**config.mk**
```make
export PLATFORM = sky130hd
export DESIGN_NAME = display_scanner
export DESIGN_NICKNAME = d
export VERILOG_FILES = /design/src/rtl/display_scanner.sv
export SDC_FILE = /design/constraint.sdc
export NUM_CORES = 1
export LEC_CHECK = 0
export ABC_AREA = 1
export CORE_UTILIZATION = 40
export CTS_BUF_LIST = sky130_fd_sc_hd__clkbuf_8
export DETAILED_ROUTE_END_ITERATION = 7
export GPL_ROUTABILITY_DRIVEN = 0
export PLACE_DENSITY = 0.61
export SETUP_SLACK_MARGIN = 0.2
export SLEW_MARGIN = 5
export SYNTH_ARGS = -nofsm -noshare
export SYNTH_HDL_FRONTEND = slang
export SYNTH_SLANG_ARGS = --single-unit
```
**constraint.sdc**
```tcl
create_clock -name clk -period 3.4 [get_ports clk]
set_input_delay 0.51 -clock clk [delete_from_list [all_inputs] [get_ports clk]]
set_output_delay 0.51 -clock clk [all_outputs]
set_load 0.01 [all_outputs]
```
**src/rtl/display_scanner.sv**
```systemverilog
`default_nettype none
// ============================================================================
// Module   : display_scanner
// Brief    : Time-multiplexed BCD digit scanner with a double-buffered value,
//            anti-ghosting dead time and optional leading-zero blanking.
// Revision : 1.0 - initial release
// ============================================================================
module display_scanner #(
    parameter int DIGITS   = 4,
    parameter int PRESCALE = 1000,
    parameter int DEAD     = 16
) (
    input  logic                  clk,
    input  logic                  reset,
    input  logic [4*DIGITS-1:0]   value_in,
    input  logic                  load,
    input  logic                  blank_lz,
    output logic [3:0]            digit_code,
    output logic [DIGITS-1:0]     digit_enable,
    output logic                  frame_done
);

    localparam int CW = $clog2(PRESCALE);
    localparam int IW = (DIGITS > 1) ? $clog2(DIGITS) : 1;
    localparam logic [CW-1:0] c_CNT_LAST = CW'(PRESCALE - 1);
    localparam logic [IW-1:0] c_IDX_LAST = IW'(DIGITS - 1);

    logic [CW-1:0]         r_cnt;
    logic [IW-1:0]         r_idx;
    logic [4*DIGITS-1:0]   r_shadow;
    logic [4*DIGITS-1:0]   r_disp;
    logic [3:0]            r_code;
    logic [DIGITS-1:0]     r_en;
    logic                  r_frame;

    logic                  w_slot_end;
    logic                  w_boundary;
    logic [CW-1:0]         w_cnt_nxt;
    logic [IW-1:0]         w_idx_nxt;
    logic [4*DIGITS-1:0]   w_shadow_nxt;
    logic [4*DIGITS-1:0]   w_disp_nxt;
    logic [3:0]            w_nibble;
    logic                  w_upper_zero;
    logic [3:0]            w_code_nxt;
    logic                  w_dead;
    logic [DIGITS-1:0]     w_en_nxt;

    // Slot/frame counters; all outputs below are derived from next-state values
    always_comb begin
        w_slot_end   = (r_cnt == c_CNT_LAST);
        w_boundary   = w_slot_end && (r_idx == c_IDX_LAST);
        w_cnt_nxt    = w_slot_end ? '0 : r_cnt + CW'(1);
        if (!w_slot_end)
            w_idx_nxt = r_idx;
        else if (r_idx == c_IDX_LAST)
            w_idx_nxt = '0;
        else
            w_idx_nxt = r_idx + IW'(1);
        w_shadow_nxt = load ? value_in : r_shadow;
        w_disp_nxt   = w_boundary ? w_shadow_nxt : r_disp;
    end

    // Select the scanned nibble and detect whether it and all higher ones are zero
    always_comb begin
        w_nibble     = 4'h0;
        w_upper_zero = 1'b1;
        for (int i = 0; i < DIGITS; i++) begin
            if (IW'(i) == w_idx_nxt)
                w_nibble = w_disp_nxt[4*i +: 4];
            if ((i >= int'(w_idx_nxt)) && (w_disp_nxt[4*i +: 4] != 4'h0))
                w_upper_zero = 1'b0;
        end
        if (blank_lz && (w_idx_nxt != '0) && w_upper_zero)
            w_code_nxt = 4'hF;
        else
            w_code_nxt = w_nibble;
    end

    generate
        if (DEAD > 0) begin : g_dead
            assign w_dead = (w_cnt_nxt < CW'(DEAD));
        end else begin : g_no_dead
            assign w_dead = 1'b0;
        end
    endgenerate

    assign w_en_nxt = w_dead ? '0 : (DIGITS'(1) << w_idx_nxt);

    always_ff @(posedge clk or posedge reset) begin
        if (reset) begin
            r_cnt    <= '0;
            r_idx    <= '0;
            r_shadow <= '0;
            r_disp   <= '0;
            r_code   <= 4'h0;
            r_en     <= '0;
            r_frame  <= 1'b0;
        end else begin
            r_cnt    <= w_cnt_nxt;
            r_idx    <= w_idx_nxt;
            r_shadow <= w_shadow_nxt;
            r_disp   <= w_disp_nxt;
            r_code   <= w_code_nxt;
            r_en     <= w_en_nxt;
            r_frame  <= w_boundary;
        end
    end

    assign digit_code   = r_code;
    assign digit_enable = r_en;
    assign frame_done   = r_frame;

endmodule
`default_nettype wire

```
# After elaboration in Yosys (flattened, before gate mapping)
# Index checks and enable logic that the tools add are counted.
totals:
  reg_bits: 53
  output_inout_bits: 9
  wordCells: 46
op_classes:
  mux: 15
  n_lt_le_gt_ge: 4
  eq_ne: 5
  addsub: 2
  n_reduce_logical: 12
  shift: 1
ops:
  columns: ["cell", "n"]
  rows:
  - ["$mux 16", 2]
  - ["$mux 4", 6]
  - ["$reduce_bool 4->1", 4]
  - ["$add 10x1->10 const B", 1]
  - ["$eq 10x10->1 const B", 1]
  - ["$lt 10x5->1 const B", 1]
  - ["$mux 10", 1]
  - ["$logic_and 1x1->1", 6]
  - ["$eq 2x2->1 const A", 2]
  - ["$ge 1x2->1 const A", 2]
  - ["$mux 1", 4]
  - ["$mux 2", 2]
  - ["$shl 1x2->4 const A", 1]
  - ["$add 2x1->2 const B", 1]
  - ["$eq 1x2->1 const A", 1]
  - ["$eq 2x2->1 const B", 1]
  - ["$ge 2x2->1 const A", 1]
  - ["$logic_not 2->1", 1]
  - ["$reduce_bool 2->1", 1]

# Longest topological paths before layout
# Gate-level depths: netlist of the first run.
logic_depth:
  ltp_word: 11
  mapped_depth: 13

# Least setup slack after synthesis of the first run
# OpenSTA, ideal clock, no wires.
synth_path:
  kind: "reg-to-reg"
  start: "reg r_cnt[0]"
  end: "reg r_code[0] (netlist: digit_code[0])"
  path_slack_ns: 1.694
  arrival_ns: 1.641
  required_time_ns: 3.335
  n_path_buf: 0
  path_stages_with_launch: 13
  cell_sequence: "dfrtp_1 -> ha_1 -> nand2_1 -> clkinv_2 -> nand2_2 -> nor2_4 -> nand2_2 -> nand2_1 -> nand2_2 -> nand2_1 -> nand2_1 -> nand3_2 -> nand2_1"
synth_between:
  word_cells_on_any_way: 30
  cone_classes: "3 x order compare; 4 x eq/ne; 11 x mux; 12 x reduce/logical"
synth_rtl:
  columns: ["element", "line_no", "source"]
  rows:
  - ["start: declaration", "28", "logic [CW-1:0] r_cnt;"]
  - ["start signal: assignment", "99", "r_cnt <= w_cnt_nxt;"]
  - ["$eq 10x10->1 *", "50", "w_slot_end = (r_cnt == c_CNT_LAST);"]
  - ["$mux 2 *", "53", "if (!w_slot_end)"]
  - ["via w_idx_nxt[0]", "39", "logic [IW-1:0] w_idx_nxt;"]
  - ["$ge 1x2->1", "70", "if ((i >= int'(w_idx_nxt)) && (w_disp_nxt[4*i +: 4] != 4'h0))"]
  - ["$logic_and 1x1->1", "70", null]
  - ["$mux 1 (4 in series)", "70", null]
  - ["$logic_and 1x1->1", "73", "if (blank_lz && (w_idx_nxt != '0) && w_upper_zero)"]
  - ["$mux 4 *", "73", null]
  - ["via w_code_nxt[0]", "44", "logic [3:0] w_code_nxt;"]
  - ["end signal: assignment", "103", "r_code <= w_code_nxt;"]
  - ["end: declaration", "32", "logic [3:0] r_code;"]
# The timed path passes the listed nets; every way through them passes the cells marked *.

# Worst setup path in the final report of the first run
layout_path:
  start: "reg r_cnt[0]"
  end: "reg r_code[1] (netlist: digit_code[1])"
# Same word-level chain as after synthesis.

==> metrics, run 1 <==
M3 GR Usage=between 3 and 4%; Area growth, synth to finish=17.9%; number of nets in the layout=between 300 and 400; Final Critical Period=2.07 ns; total grt overflow=0; CP Max Fanout=7; std cell rows=28; clock-pin slew on the worst setup and hold paths=approximately 0.10 ns; fin. max-slew vios=0; layout cell share with drive strength beyond 1=10.7%; Worst Path Class, Setup=reg2reg; largest net degree at the start of global routing=54; Seq/Total Area, Yosys=between 50% and 60%; TritonCTS clock tree=built; DRC=0; Die ar.=0.00648 mm^2; design area=slightly below 0.003 mm^2; hold buffer count at CTS=0; synthesized area=~0.0025 mm^2; Sw Pwr=between 0.2 and 0.3 mW; drt via density=4.64; Seq pwr share=between 60% and 70%; Syn Inst Count=304; Mapped Avg Cell Area=8.10 um^2; first-pass GRT wire length=between 8000 and 9000 um; core area=0.00592 mm^2; relative slew slack=approximately 28%; Hold WC Path Type=reg2reg; Worst Path Required=about 3.6 ns; Multi-input gate area=951 um^2; Max Clock Skew=roughly 0.011 ns; Starting Density=around two fifths; crit share post-route=around three fifths; Die X=~80 um; clock latency on the worst-skew pair=just over 0.3 ns; final setup fails=0; Crit path arrival time=approximately 2.3 ns; Ys Warns=0; antenna-violating nets left=0; Hold Path Origin=r_shadow[14]; vias in the first global route=between 1500 and 2000; I/O Pins=29; DP Area=between 0.002 and 0.003 mm^2; Worst-Margin Slew=about 1.1 ns; WL/cell=12.0 um; initial DRC count=73; Synthesized Nets=about 330; CTS H-tree depth=2; final hold violation count=0; die outline height=80.5 um; Min Hold Slack=between 0.4 and 0.5 ns; Root Driver=clkbuf_8; post-CTS setup buffer count=0; PwrDens=approximately 370 mW/mm^2; Int Pwr=0.821 mW; flip-flop and latch area=0.00133 mm^2; PortBufs=28; unrepaired setup endpoints after global routing=false; Power, Total=~1.1 mW; Pre-antenna DRT Iters=4; worst setup path start=r_cnt[0]; Sink Count=53; sw frac=23.5%; initial antenna violation count=0; clock power share=roughly a third; maxcap violations=0; Synth Register Bits=53; GR peak layer=met2; Total GRT Usage=17.5%; post-synth cell types=27; worst r2r src=r_cnt[0]; total wire length=4940 um; vias=roughly 1900; Crit. End Element=flip-flop; total CTS buffers=5; Max Fclk=roughly 480 MHz; # fillers=~590; Leakage=about 1.5 nW; met1 Usage GRT=22.9%; # diodes=0; met2 Track Usage GR=between 20% and 30%; post_cts resized=0; outcome=finished clean; maximum VDD drop=0.319 mV; CP startpoint kind=flip-flop; setup_tns=0 ns; detailed placement HPWL=roughly 3500 um; CTS Buffer Depth=2; combinational power share=roughly 6.0%
==> worst paths after layout <==
path | endpoint | slack (ns) | depth (start not counted)
max | digit_code[1] | 1.33 | 13
min | r_shadow[14] | 0.48 | 2
max reg2reg | digit_code[1] | 1.33 | 13
min reg2reg | r_shadow[14] | 0.48 | 2
max in group asynchronous | r_cnt[9] | 1.94 | 2
min in group asynchronous | r_shadow[10] | 0.80 | 2
==> sequential cells by signal, indices dropped and copies added (netlist names) <==
signal / count
r_disp: 16
frame_done: 1
digit_enable: 4
digit_code: 4
r_idx: 2
r_cnt: 10
r_shadow: 16
==> cells in the mapped netlist <==
cell type  instances  share of area, %
nand3_4            1              0.71
buf_2              4              0.81
nor2_2             4               1.0
nor2_4             3               1.4
o21bai_1           1              0.30
nand4_4            1              0.86
nand4_1            6               1.5
ha_1               2               1.0
or2_1              1              0.25
dfrtp_1           53                54
a31oi_1            1              0.25
inv_2              5              0.76
o21ai_2            2              0.71
nand3b_1           1              0.30
nand3_2            1              0.41
xor2_1             1              0.36
nor3_1             3              0.61
nand2_1          128                20
nor2_1            22               3.4
o21ai_0            2              0.41
clkinv_2           1              0.20
o21ai_1            3              0.61
buf_6              1              0.46
nand2_2            7               1.8
nor3_2             1              0.41
inv_1             35               5.3
nand3_1           14               2.8
==> layer usage <==
| metal | up-vias | share of wire [%] |
|---|---|---|
| met5 | - | 0 |
| met4 | 0 | 1.0 |
| met3 | 7 | 2.5 |
| met2 | 23 | 47 |
| met1 | 895 | 49 |
| li1 | 983 | - |
==> per-stage QoR <==
step,std cells,setup slack (ns),util (%)
floorplan,304,1.60,-
global placement,403,1.08,47.5
detailed placement,403,1.05,47.5
CTS,411,1.33,49.1
global route,411,1.12,49.1
finish,411,1.33,49.1
==> logic make-up (layout without fill, tap and decap cells) <==
group                    Yosys count  count (layout)  synth area share [%]
adder cells (fa/ha/maj)            2               2                  1.02
XOR/XNOR                           1               1                 0.356
AND/OR/NAND/NOR                  193             193                  34.9
AO/OA/AOI/OAI                      9               9                  2.29
flip-flops                        53              53                  53.8
buffers and inverters             46              78                  7.57
==> placed cells by master (no fill, tap or decap), types with 3 or more instances in the layout <==
cell | Yosys | layout
clkdlybuf4s50_1 | 0 | 28
dfrtp_1 | 53 | 53
o21ai_1 | 3 | 3
inv_2 | 5 | 6
nand2_2 | 7 | 7
nor3_1 | 3 | 3
nand3_1 | 14 | 14
nor2_1 | 22 | 22
nor2_2 | 4 | 4
clkbuf_8 | 0 | 5
nor2_4 | 3 | 3
inv_1 | 35 | 34
nand2_1 | 128 | 128
nand4_1 | 6 | 6
==> critical path, stage by stage, from the launching register on <==
cell	delay [ns]
dfrtp_1	0.42
ha_1	0.22
nand2_1	0.15
clkinv_2	0.19
nand2_2	0.16
nor2_4	0.06
nand2_2	0.14
nand2_1	0.09
nand2_2	0.13
nor2_2	0.09
nand2_1	0.06
nand3_1	0.11
nor2_1	0.11
nand2_1	0.06
==> power by group through the flow <==
stage | Sequential, mW | Clock [mW] | Combinational (mW)
floorplan | 0.662 | 0 | 0.0341
global placement | 0.663 | 0 | 0.0660
detailed placement | 0.663 | 0 | 0.0658
CTS | 0.651 | 0.367 | 0.0664
global route | 0.652 | 0.392 | 0.0743
finish | 0.651 | 0.358 | 0.0645
==> area by class of cell <==
type	count	share of cell area, %
multi-input cells	205	32.7
well taps	75	3.23
repair buffers	29	9.91
clock buffers	5	2.37
inverters	41	5.34
flip-flops and latches	53	45.7
clock inverters	3	0.775
(Power assumes the default switching activity.)
==> run 2: changes to the inputs <==
Settings changed: PLACE_DENSITY 0.61 to 0.64.
Clock period 3.4 ns to 1.85 ns, I/O delays scaled along.
==> run 2 against run 1 <==
Effect of this change:
- combinational power up 110%
- critical path depth decreased by 2
- sequential cell count did not move
- sequential share of layout area is 7.4 points lower
- count of clock-buffer cells in the layout is the same
- via count up 9.5%
- wire length grew 10%
- critical endpoint is now digit_code[2]
- setup slack worse by 1.3 ns
- utilization rose by 9.5 points
- critical path type unchanged
- hold slack worse by 0.16 ns
- largest cell class unchanged
- clock skew hardly changed
- clock power grew 120%
==> metrics, run 2 (same netlist as run 1, synthesis figures left out) <==
drt via density=4.67 (+0.49%); M3 GR Usage=3.75% (+0.34 points); number of nets in the layout=394 (+10%); total wire length=5430 um (+10%); initial antenna violation count=0 (unchanged); PwrDens=612 mW/mm^2 (+66%); Root Driver=clkbuf_8; total CTS buffers=5 (unchanged); Finished Core Util=58.6% (+9.5 points); hold buffer count at CTS=0 (unchanged); Sink Count=53 (unchanged); I/O Pins=29 (unchanged); worst r2r src=r_cnt[4]; crit share post-route=96.2% (+35 points); Worst Path Required=2.05 ns (-1.56 ns); Crit. End Element=flip-flop; DRC=0 (unchanged); Worst Path Class, Setup=reg2reg; Min Hold Slack=0.319 ns (-0.162 ns); WL/cell=12.1 um (+0.94%); layout cell share with drive strength beyond 1=28.4% (+18 points); largest net degree at the start of global routing=54 (unchanged); Final Critical Period=1.78 ns (-0.291 ns); Total GRT Usage=18.6% (+1.1 points); met1 Usage GRT=22.0% (-0.97 points); GR peak layer=met2; vias=2090 (+9.5%); most common cell after layout, fill and taps aside=nand2_1; PortBufs=28 (unchanged); clock latency on the worst-skew pair=0.31 ns (about the same); Hold WC Path Type=in2async; relative slew slack=81.0% (+53 points); Area growth, synth to finish=40.8%; first-pass GRT wire length=9260 um (+6.9%); antenna-violating nets left=0 (unchanged); CP startpoint kind=flip-flop; met2 Track Usage GR=33.5% (+4.2 points); Max Fclk=562 MHz (+16%); most frequent cells in the layout=nand2_1 (113), dfrtp_1 (52), inv_1 (34); Leakage=1.81 nW (+21%); unrepaired setup endpoints after global routing=true; flip-flop and latch area=0.00133 mm^2 (about the same); clock-pin slew on the worst setup and hold paths=0.10 ns (about the same); total grt overflow=0 (unchanged); Crit path arrival time=1.98 ns (-0.30 ns); CTS Buffer Depth=2 (unchanged); final setup fails=0 (unchanged); Die X=80.5 um (unchanged); Starting Density=41.6% (unchanged); TritonCTS clock tree=built; leading registers by flop count=r_disp (16), r_shadow (16), r_cnt (10); Pre-antenna DRT Iters=4 (unchanged); worst setup path start=r_cnt[4]; Multi-input gate area=0.00115 mm^2 (+21%); CP Max Fanout=5 (-2); outcome=finished clean; detailed placement HPWL=3630 um (+2.9%); Die ar.=0.00648 mm^2 (unchanged); # diodes=0 (unchanged); initial DRC count=92 (+26%); maximum VDD drop=0.327 mV (+2.5%); die outline height=80.5 um (unchanged); final hold violation count=0 (unchanged); CTS H-tree depth=2 (unchanged); maxcap violations=0 (unchanged); Max Clock Skew=0.0105 ns (-0.000265 ns); std cell rows=28 (unchanged); # fillers=522 (-11%); core area=0.00592 mm^2 (unchanged); Worst-Margin Slew=0.285 ns (-0.796 ns); fin. max-slew vios=0 (unchanged); vias in the first global route=2128 (+14%)
[run 2: power breakdown]
group	leakage (nW)	switching, mW	internal (mW)
clock	0.0543	0.389	0.405
sequential	0.611	0.00786	1.19
combinational	1.14	0.0705	0.0637
total	1.81	0.467	1.66
[run 2: final timing paths]
path | cells after the start | endpoint | slack [ns]
max in group asynchronous | 3 | r_cnt[4] | 1.28
min reg2reg | 2 | r_shadow[11] | 0.48
max | 11 | digit_code[2] | 0.07
min | 3 | r_shadow[2] | 0.32
min in group clk | 2 | r_shadow[11] | 0.48
max reg2reg | 11 | digit_code[2] | 0.07
[run 2: repair_timing]
| item | in CTS | in global routing |
|---|---|---|
| buffers inserted | 12 | 5 |
| resized for setup | 35 | 20 |
| setup endpoints to repair | 8 | 9 |
| pin swaps | 22 | 10 |
[run 2: worst max-delay path, cell delays in order (launching register included)]
cell and delay (ns):
dfrtp_2 0.45, nor2_4 0.17, nand2_2 0.08, nor2_4 0.17, buf_12 0.14, nand3b_1 0.12
nand2_2 0.13, nor2_4 0.06, nand2_1 0.06, nand3_1 0.09, nor2_1 0.13, nand2_1 0.07
[run 2: through the flow]
stage / cell area [um^2] / setup TNS (ns) / setup WS [ns] / power, mW / instances
3_5_place_dp: 3000 / -0.112 / -0.0418 / 1.35 / 423
5_1_grt: 3470 / -0.0104 / -0.0104 / 2.21 / 448
3_3_place_gp: 3000 / -0.167 / -0.0437 / 1.35 / 423
4_1_cts: 3340 / 0 / 0.156 / 2.16 / 443
2_1_floorplan: 2470 / 0 / 0.204 / 1.28 / 304
6_report: 3470 / 0 / 0.0697 / 2.12 / 448
[run 2: metal layers]
layer | up-vias | wire (um)
li1 | 1058 | -
met1 | 982 | 2450
met2 | 42 | 2700
met3 | 8 | 213
met4 | 0 | 74
met5 | - | 0
[run 2: final cells by class]
| cell class | count | area share (%) |
|---|---|---|
| Tap cell | 75 | 2.70 |
| Timing Repair Buffer | 66 | 17.9 |
| Inverter | 41 | 4.58 |
| Sequential cell | 53 | 38.3 |
| Multi-Input combinational cell | 205 | 33.2 |
| Clock inverter | 3 | 1.33 |
| Clock buffer | 5 | 1.98 |
==> run 3: changes to the inputs <==
Settings changed: PLACE_DENSITY 0.64 to 0.68.
==> run 3 against run 2 <==
Effect of this change:
- clock skew fell by 0.0033 ns
- sequential share of layout area fell by 2.1 points
- setup slack got worse by 0.052 ns
==> metrics, run 3 (same netlist as run 1, synthesis figures left out) <==
Worst Path Required=2.05 ns (about the same); # diodes=0 (unchanged); total grt overflow=0 (unchanged); Total GRT Usage=20.5% (+1.9 points); core area=0.00592 mm^2 (unchanged); vias in the first global route=2131 (+0.14%); Leakage=1.81 nW (+0.33%); total wire length=6430 um (+18%); Max Fclk=546 MHz (-2.8%); Final Critical Period=1.83 ns (+0.0521 ns); initial DRC count=146 (+59%); design area=0.00368 mm^2 (+6.1%); I/O Pins=29 (unchanged); Crit path arrival time=2.04 ns (+0.06 ns); vias=2222 (+6.3%); # fillers=461 (-12%); most common cell after layout, fill and taps aside=nand2_1; final hold violation count=0 (unchanged); worst path bufs/invs=1 (unchanged); leading registers by flop count=r_disp (16), r_shadow (16), r_cnt (10); die outline height=80.5 um (unchanged); first-pass GRT wire length=9910 um (+7.0%); PortBufs=28 (unchanged); Die X=80.5 um (unchanged); relative slew slack=80.5% (-0.48 points); Power, Total=2.28 mW (+7.4%); CP Max Fanout=5 (unchanged); Area growth, synth to finish=49.4%; Pre-antenna DRT Iters=4 (unchanged); post-route worst setup slack=0.0175 ns (-0.0521 ns); clock-pin slew on the worst setup and hold paths=0.10 ns (about the same); CTS Buffer Depth=2 (unchanged); DP Area=0.00301 mm^2 (+0.42%); pre-CTS setup slack=-0.0575 ns (-0.0157 ns); initial antenna violation count=0 (unchanged); detailed placement HPWL=3660 um (+0.68%); final setup fails=0 (unchanged); most frequent cells in the layout=nand2_1 (98), dfrtp_1 (50), inv_1 (33), buf_4 (33); number of nets in the layout=399 (+1.3%); maximum VDD drop=0.296 mV (-9.5%); PwrDens=619 mW/mm^2 (+1.2%); Die ar.=0.00648 mm^2 (unchanged); Crit. End Element=flip-flop; DRC=0 (unchanged); Sink Count=53 (unchanged); fin. max-slew vios=0 (unchanged); CTS H-tree depth=2 (unchanged); Max Clock Skew=0.00715 ns (-0.00332 ns); TritonCTS clock tree=built; layout cell share with drive strength beyond 1=35.7% (+7.3 points); unrepaired setup endpoints after global routing=true; Worst path most repeated cell=nand2_1; outcome=finished clean; maxcap violations=0 (unchanged); critical path cell sequence=ha_4 > nand2_4 > nor2_4 > nand4_4 > buf_6 > nand2_2 > nand2_1 > nand2_1 > nand3_2 > nor2_2 > nand2_1; CP startpoint kind=flip-flop; slowest stage delay, CP=0.42 ns (-0.03 ns); antenna-violating nets left=0 (unchanged); CP delay by family, top=simple AND/OR/NAND/NOR gates; std cell rows=28 (unchanged); Starting Density=41.6% (unchanged); Worst Path Class, Setup=reg2reg; largest net degree at the start of global routing=54 (unchanged); clock latency on the worst-skew pair=0.31 ns (about the same); total CTS buffers=5 (unchanged); WL/cell=14.2 um (+17%); slowest stage cell, crit path=dfrtp_1; drt via density=4.91 (+5.1%); crit share post-route=99.1% (+2.8 points); Worst-Margin Slew=0.292 ns (+0.00714 ns); Root Driver=clkbuf_8; hold buffer count at CTS=0 (unchanged); Hold WC Path Type=in2async
-- run 3: area by class of cell --
class	instances	area (um^2)	share of cell area, %
inverter	41	169	4.59
multi-input combinational	206	1290	35.2
timing repair buffer	70	656	17.8
clock buffer	5	68.8	1.87
tap	75	93.8	2.55
clock inverter	3	68.8	1.87
sequential	53	1330	36.1
-- run 3: final timing paths --
| check | endpoint | cells past startpoint | slack (ns) | start |
|---|---|---|---|---|
| setup / recovery | digit_code[0] | 11 | 0.02 | r_cnt[0] |
| hold / removal | r_shadow[5] | 3 | 0.31 | reset |
| setup reg to reg | digit_code[0] | 11 | 0.02 | r_cnt[0] |
| hold reg to reg | r_shadow[3] | 2 | 0.47 | r_shadow[3] |
| max in group asynchronous | r_cnt[4] | 3 | 1.26 | reset |
| min in group clk | r_shadow[3] | 2 | 0.47 | r_shadow[3] |
-- run 3: repair_timing --
action,CTS,global route
buffers inserted,15,6
pin swaps,30,35
endpoints found under the setup margin,8,8
gates resized for setup,49,45
gates cloned,1,0
-- run 3: metal layers --
metal,global-route usage [%],share of wire (%),vias to the layer above
met3,4.20,3.6,13
met5,0,0,-
met4,10.0,2.5,0
met1,24.3,42,1083
li1,-,-,1074
met2,35.2,52,52
-- run 3: report_power, final --
group          switching, mW  internal, mW
combinational         0.0758        0.0640
sequential           0.00802          1.19
clock                  0.400         0.545
-- run 3: worst min-delay path: cells and delay by family --
family                 cells  cell delay, ns
buffers and inverters      3            0.74
-- run 3: metrics by stage --
step	hold WS (ns)	TNS (ns)	cells	utilization, %
detailed placement	0.458	-0.221	423	50.8
global placement	0.453	-0.152	423	50.8
CTS	0.332	0	447	58.6
global route	0.345	-0.170	453	62.2
finish	0.314	0	453	62.2
floorplan	0.410	0	304	-
